<file path="src/rtl/seed_tx_pkg.sv">
// Shared types, constants and elaboration helpers for the cipher-block pin serialiser.
package seed_tx_pkg;

    typedef enum logic [2:0] {
        StIdle,
        StLoad,
        StHi,
        StLo,
        StFin
    } tx_state_e;

    // About 20 ms per strobe phase at 100 MHz.
    localparam int unsigned DefHighCyc = 2097152;
    localparam int unsigned DefLowCyc  = 2097152;

    function automatic int unsigned calc_nchunk(input int unsigned block_w,
                                                input int unsigned chunk_w);
        return block_w / chunk_w;
    endfunction

    // Bits needed to hold 0..value-1, never less than one.
    function automatic int unsigned clog2_min1(input int unsigned value);
        int unsigned width = 1;
        while ((64'(1) << width) < 64'(value)) width++;
        return width;
    endfunction

endpackage

</file>
<file path="src/rtl/seed_blk_fifo.sv">
// Small block-wide synchronous FIFO; flush empties it in one cycle.
module seed_blk_fifo import seed_tx_pkg::*; #(
    parameter int unsigned WIDTH = 128,
    parameter int unsigned DEPTH = 2
) (
    input  logic             clk,
    input  logic             reset_n,
    input  logic             push,
    input  logic [WIDTH-1:0] wdata,
    input  logic             pop,
    input  logic             flush,
    output logic [WIDTH-1:0] rdata,
    output logic             full,
    output logic             empty
);

    localparam int unsigned PW   = clog2_min1(DEPTH);
    localparam int unsigned CNTW = clog2_min1(DEPTH + 1);
    localparam logic [PW-1:0]   PtrLast = PW'(DEPTH - 1);
    localparam logic [CNTW-1:0] CntFull = CNTW'(DEPTH);

    logic [WIDTH-1:0] mem_q [DEPTH];
    logic [PW-1:0]    wr_ptr_q, rd_ptr_q;
    logic [CNTW-1:0]  count_q;
    logic             push_en, pop_en;

    assign full    = (count_q == CntFull);
    assign empty   = (count_q == '0);
    assign push_en = push && !full;
    assign pop_en  = pop && !empty;
    assign rdata   = mem_q[rd_ptr_q];

    always_ff @(posedge clk) begin
        if (!reset_n) begin
            wr_ptr_q <= '0;
            rd_ptr_q <= '0;
            count_q  <= '0;
        end else if (flush) begin
            wr_ptr_q <= '0;
            rd_ptr_q <= '0;
            count_q  <= '0;
        end else begin
            if (push_en) wr_ptr_q <= (wr_ptr_q == PtrLast) ? '0 : wr_ptr_q + 1'b1;
            if (pop_en)  rd_ptr_q <= (rd_ptr_q == PtrLast) ? '0 : rd_ptr_q + 1'b1;
            if (push_en && !pop_en)      count_q <= count_q + 1'b1;
            else if (pop_en && !push_en) count_q <= count_q - 1'b1;
        end
    end

    // Storage needs no reset; only the pointers define validity.
    always_ff @(posedge clk) begin
        if (push_en && !flush) mem_q[wr_ptr_q] <= wdata;
    end

endmodule

</file>
<file path="src/rtl/seed_tx_serializer.sv">
// Buffers whole cipher blocks and shifts them out chunk by chunk, each chunk
// qualified by a timed load_rpi3 strobe, optionally paced by the Pi's acknowledge.
module seed_tx_serializer import seed_tx_pkg::*; #(
    parameter int unsigned BLOCK_W    = 128,
    parameter int unsigned CHUNK_W    = 8,
    parameter int unsigned FIFO_DEPTH = 2,
    parameter int unsigned HIGH_CYC   = DefHighCyc,
    parameter int unsigned LOW_CYC    = DefLowCyc,
    parameter int unsigned MSB_FIRST  = 1,
    parameter int unsigned ACK_MODE   = 0
) (
    input  logic               clk,
    input  logic               reset_n,
    input  logic               blk_valid,
    input  logic [BLOCK_W-1:0] blk_data,
    output logic               blk_ready,
    input  logic               abort,
    input  logic               rpi_ack,
    output logic [CHUNK_W-1:0] part_data,
    output logic               load_rpi3,
    output logic               busy,
    output logic               done,
    output logic [15:0]        blk_cnt
);

    localparam int unsigned NCHUNK = calc_nchunk(BLOCK_W, CHUNK_W);
    localparam int unsigned TW = clog2_min1((HIGH_CYC > LOW_CYC ? HIGH_CYC : LOW_CYC) + 1);
    localparam int unsigned CW = clog2_min1(NCHUNK);
    localparam logic [TW-1:0] HiLast    = TW'(HIGH_CYC - 1);
    localparam logic [TW-1:0] LoLast    = TW'(LOW_CYC - 1);
    localparam logic [CW-1:0] ChunkLast = CW'(NCHUNK - 1);

    tx_state_e          state_q, state_d;
    logic [BLOCK_W-1:0] shreg_q, shreg_d, shifted;
    logic [CHUNK_W-1:0] part_q, part_d;
    logic [TW-1:0]      timer_q, timer_d;
    logic [CW-1:0]      chunk_q, chunk_d;
    logic               load_q, done_q;
    logic [15:0]        blk_cnt_q;
    logic               ack_meta_q, ack_sync_q, ack_ok;
    logic               fifo_full, fifo_empty, fifo_pop;
    logic [BLOCK_W-1:0] fifo_rdata;

    function automatic logic [CHUNK_W-1:0] send_chunk(input logic [BLOCK_W-1:0] b);
        if (MSB_FIRST != 0) return b[BLOCK_W-1 -: CHUNK_W];
        return b[CHUNK_W-1:0];
    endfunction

    assign blk_ready = !fifo_full;
    assign ack_ok    = (ACK_MODE == 0) || ack_sync_q;
    assign shifted   = (MSB_FIRST != 0) ? (shreg_q << CHUNK_W) : (shreg_q >> CHUNK_W);

    seed_blk_fifo #(
        .WIDTH (BLOCK_W),
        .DEPTH (FIFO_DEPTH)
    ) u_fifo (
        .clk     (clk),
        .reset_n (reset_n),
        .push    (blk_valid && blk_ready && !abort),
        .wdata   (blk_data),
        .pop     (fifo_pop),
        .flush   (abort),
        .rdata   (fifo_rdata),
        .full    (fifo_full),
        .empty   (fifo_empty)
    );

    always_comb begin
        state_d  = state_q;
        shreg_d  = shreg_q;
        part_d   = part_q;
        timer_d  = timer_q;
        chunk_d  = chunk_q;
        fifo_pop = 1'b0;
        unique case (state_q)
            StIdle: if (!fifo_empty) state_d = StLoad;
            StLoad: begin
                fifo_pop = 1'b1;
                shreg_d  = fifo_rdata;
                part_d   = send_chunk(fifo_rdata);
                chunk_d  = '0;
                timer_d  = '0;
                state_d  = StHi;
            end
            StHi: begin
                if (timer_q == HiLast) begin
                    timer_d = '0;
                    state_d = StLo;
                end else begin
                    timer_d = timer_q + 1'b1;
                end
            end
            StLo: begin
                // Timer saturates so an acknowledge wait can last indefinitely.
                if (timer_q != LoLast) timer_d = timer_q + 1'b1;
                if (timer_q == LoLast && ack_ok) begin
                    timer_d = '0;
                    if (chunk_q == ChunkLast) begin
                        state_d = StFin;
                    end else begin
                        shreg_d = shifted;
                        part_d  = send_chunk(shifted);
                        chunk_d = chunk_q + 1'b1;
                        state_d = StHi;
                    end
                end
            end
            StFin: state_d = fifo_empty ? StIdle : StLoad;
            default: state_d = StIdle;
        endcase
        if (abort) begin
            state_d  = StIdle;
            part_d   = '0;
            timer_d  = '0;
            chunk_d  = '0;
            fifo_pop = 1'b0;
        end
    end

    always_ff @(posedge clk) begin
        if (!reset_n) begin
            state_q    <= StIdle;
            shreg_q    <= '0;
            part_q     <= '0;
            timer_q    <= '0;
            chunk_q    <= '0;
            load_q     <= 1'b0;
            done_q     <= 1'b0;
            blk_cnt_q  <= '0;
            ack_meta_q <= 1'b0;
            ack_sync_q <= 1'b0;
        end else begin
            state_q    <= state_d;
            shreg_q    <= shreg_d;
            part_q     <= part_d;
            timer_q    <= timer_d;
            chunk_q    <= chunk_d;
            // Strobe follows the state by one cycle so data settles before it rises.
            load_q     <= (state_q == StHi) && !abort;
            done_q     <= (state_q == StFin) && !abort;
            if (state_q == StFin && !abort) blk_cnt_q <= blk_cnt_q + 16'd1;
            ack_meta_q <= rpi_ack;
            ack_sync_q <= ack_meta_q;
        end
    end

    assign part_data = part_q;
    assign load_rpi3 = load_q;
    assign done      = done_q;
    assign blk_cnt   = blk_cnt_q;
    assign busy      = (state_q != StIdle) || !fifo_empty;

endmodule

</file>
<file path="config.mk">
export PLATFORM = sky130hd
export DESIGN_NAME = seed_tx_serializer
export DESIGN_NICKNAME = d
export VERILOG_FILES = /design/src/rtl/seed_tx_pkg.sv /design/src/rtl/seed_blk_fifo.sv /design/src/rtl/seed_tx_serializer.sv
export SDC_FILE = /design/constraint.sdc
export NUM_CORES = 1
export LEC_CHECK = 0
export CORE_ASPECT_RATIO = 0.5
export CORE_MARGIN = 3
export CORE_UTILIZATION = 57
export CTS_CLUSTER_DIAMETER = 30
export DETAILED_ROUTE_END_ITERATION = 10
export PLACE_DENSITY_LB_ADDON = 0.08
export SLEW_MARGIN = 20
export SYNTH_ARGS = -nofsm -noshare
export SYNTH_HDL_FRONTEND = slang
export SYNTH_SLANG_ARGS = --single-unit
</file>
<file path="constraint.sdc">
create_clock -name clk -period 10.4 [get_ports clk]
set_input_delay 2.08 -clock clk [delete_from_list [all_inputs] [get_ports clk]]
set_output_delay 2.08 -clock clk [all_outputs]
set_load 0.01 [all_outputs]
</file>
==> impl_metrics.ini <==
[outcome]
outcome = complete, no violations

[logic_synthesis]
synth.most_common_cell = edfxtp_1
synth-warning-count = 0
async_flop_share_pct = 0
synth_common_cells = edfxtp_1, dfxtp_1, nand2_1, nand3_1, mux2i_1
ys_types = 52
yosys_register_bits = 436
synth-main-ff-cell = edfxtp_1
synth-edff-count = 256
synth_top_area_share_pct = 44.86
synth_seq_area_share_pct = 65.89
synthTopCellsByArea = edfxtp_1, dfxtp_1, mux2i_1
avgSynthCellArea_um2 = 12.16
syn_nets = 1546
syn_area_um2 = 17140
netlist.top_cell.by_area = edfxtp_1
synthCells = 1409

[drt]
top_layer_used = met4
drt_iter0_markers = 842
vias_per_cell = 5.745
finalWirelength_um = 35610
post-route-drc-count = 0
wl_per_cell_um = 18.20
routed-wl-met2_um = 17050
drt-met1-wl_um = 16410
ant_nets = 0
wl_met3_um = 1604
vias = 11243
firstDrtPassIters = 5

[finish]
syn2layout_area_growth_pct = 19.83
nets = 1664
nFillCells = 2129
drive_gt1_share_pct = 7.412

[clock_tree]
postCtsSetupBuffers = 0
htreeDepth = 2
cts_buffers = 47
cts_resized = 0
clockBufferDepth = 3
cts.clk_slew.worst_paths_ps = 70
cts_tree = done
clkLatencyLatePin_ps = 550
cts_num_sinks = 436
cts_hold_buffers = 0
cts_root_buffer = clkbuf_16

[sta]
slew_headroom_pct = 26.77
rsz0062_at_grt = false
tightest_slew_ps = 1098
finalSetupTns_ps = 0
hold_viol = 0
setup_slack_ps = 5757
whs_ps = 454.3
min_period_ps = 4643
period_share_pct = 44.64
skew_ps = 19.96
maxSlewViolCount = 0
max_freq_ghz = 0.2154
setup_violations = 0

[placement]
place_ws_ps = 5137
dp_hpwl_um = 21200
port_buffers = 159
gp_congestion = 0.8365

[die]
initial_core_util_pct = 58.51
die_area_um2 = 32300
num_rows = 44
die-height_um = 128.6
io_pins = 161
coreArea_um2 = 29290
die_x_um = 251.2

[pwr]
pwr-share-seq_pct = 49.0
clkPwrFrac_pct = 40.7
p_int_mw = 3.094
power.net_switching_mw = 1.069
power_density_nw_per_um2 = 202.7
p_leak_nw = 6.884
p_total_mw = 4.163
max-vdd-ir-drop_v = 0.0001911
pwr-share-comb_pct = 10.2
sw_frac_of_total_pct = 25.68

[grt]
overflow = 0
grt_pass1_wl_um = 57070
grt_max_degree = 129
grt_pass1_vias = 10915
antenna_found_initial = 1
grt_use_total_pct = 21.87

[worst_setup_path]
crit_path_start_kind = input pin
cp_max_fo = 53
end_kind = flop
crit_type = input pin to flop
cp.required_ps = 10560
arrival_ps = 4800

[min_path]
holdCritPathClass = flop to flop

[run]
cap_violations = 0
==> critical path, stage by stage <==
cell	delay (ps)
clkdlybuf4s50_1	560
and3b_1	450
nor2b_4	900
buf_4	750
==> placed cells by master (no fill, tap or decap), types with 4 or more instances in the layout <==
master and instances:
nand2_1 158, xnor2_1 9, and2_1 14, clkinvlp_4 4, nand3_1 136, a211o_1 8
a31oi_1 7, and3_1 4, nor4_1 5, xor2_1 17, o211ai_1 113, nor2_1 46
or3_1 7, nand4_1 15, a21oi_2 8, o21ai_0 122, clkdlybuf4s50_1 158, buf_4 11
nor3_1 6, inv_8 4, a21oi_1 11, nand3b_1 5, clkinv_2 5, clkbuf_16 50
inv_6 7, clkbuf_1 4, nand2b_1 5, mux2i_1 130, inv_1 4, dfxtp_1 179
edfxtp_1 256, ha_1 4
==> metrics by stage <==
step                area (um^2)  cells  utilization (%)
finish                    20530   1957            70.11
global route              20530   1957            70.11
CTS                       20500   1955            70.01
detailed placement        18900   1868            64.54
floorplan                 17140   1409                -
global placement          18900   1868            64.54
==> sequential cells by signal (all words and copies together) (netlist names), named ones only <==
| name | flops |
|---|---|
| u_fifo.mem_q | 256 |
| shreg_q | 120 |
| timer_q | 22 |
| blk_cnt | 16 |
| part_data | 8 |
| chunk_q | 4 |
| state_q | 3 |
| u_fifo.count_q | 2 |
| done | 1 |
| load_rpi3 | 1 |
| u_fifo.rd_ptr_q | 1 |
| u_fifo.wr_ptr_q | 1 |
==> per-layer routing <==
| layer | global-route usage (%) | vias up |
|---|---|---|
| met3 | 3.959 | 48 |
| met2 | 36.65 | 244 |
| met1 | 30.34 | 5456 |
| met4 | 4.801 | 0 |
| li1 | - | 5495 |
| met5 | 0 | - |
==> final timing paths <==
| kind | start | endpoint | slack (ps) | depth (start not counted) |
|---|---|---|---|---|
| worst max-delay path | abort | u_fifo.mem_q[0][95] | 5760 | 4 |
| worst min-delay path | shreg_q[2] | shreg_q[2] | 450 | 2 |
| worst max register to register | state_q[1] | shreg_q[62] | 6780 | 7 |
| worst min register to register | shreg_q[2] | shreg_q[2] | 450 | 2 |
==> logic make-up (layout without fill, tap and decap cells) <==
kind of cell	after synthesis	in the layout	share of synthesized area, %
DFF	436	436	65.89
and+or+nand+nor	423	423	11.79
AOI/OAI and AO/OA	282	282	10.48
muxes	130	130	7.594
buffers and inverters	108	264	2.621
xor gates and xnor gates	26	26	1.329
adders and majority gates	4	4	0.2921
other	0	1	0
==> power by group through the flow <==
stage                     Clock (mW)  Sequential [mW]  Combinational [mW]
after floorplan                    0             2.05               0.305
after global placement             0             2.07               0.407
after detailed placement           0             2.07               0.423
after CTS                       1.73             2.04               0.426
after global routing            1.81             2.05               0.480
final                           1.70             2.04               0.425
==> area by class of cell <==
cell class,count,area [um^2],area share [%]
multi-input combinational,865,5414,26.37
clock inverter,32,320.3,1.560
clock buffer,55,1280,6.234
sequential,436,11290,55.01
inverter,4,15.01,0.07312
timing repair buffer,173,1718,8.366
tap,391,489.2,2.383
antenna,1,2.502,0.01219
Note: power is estimated with default switching activity, not from simulation.
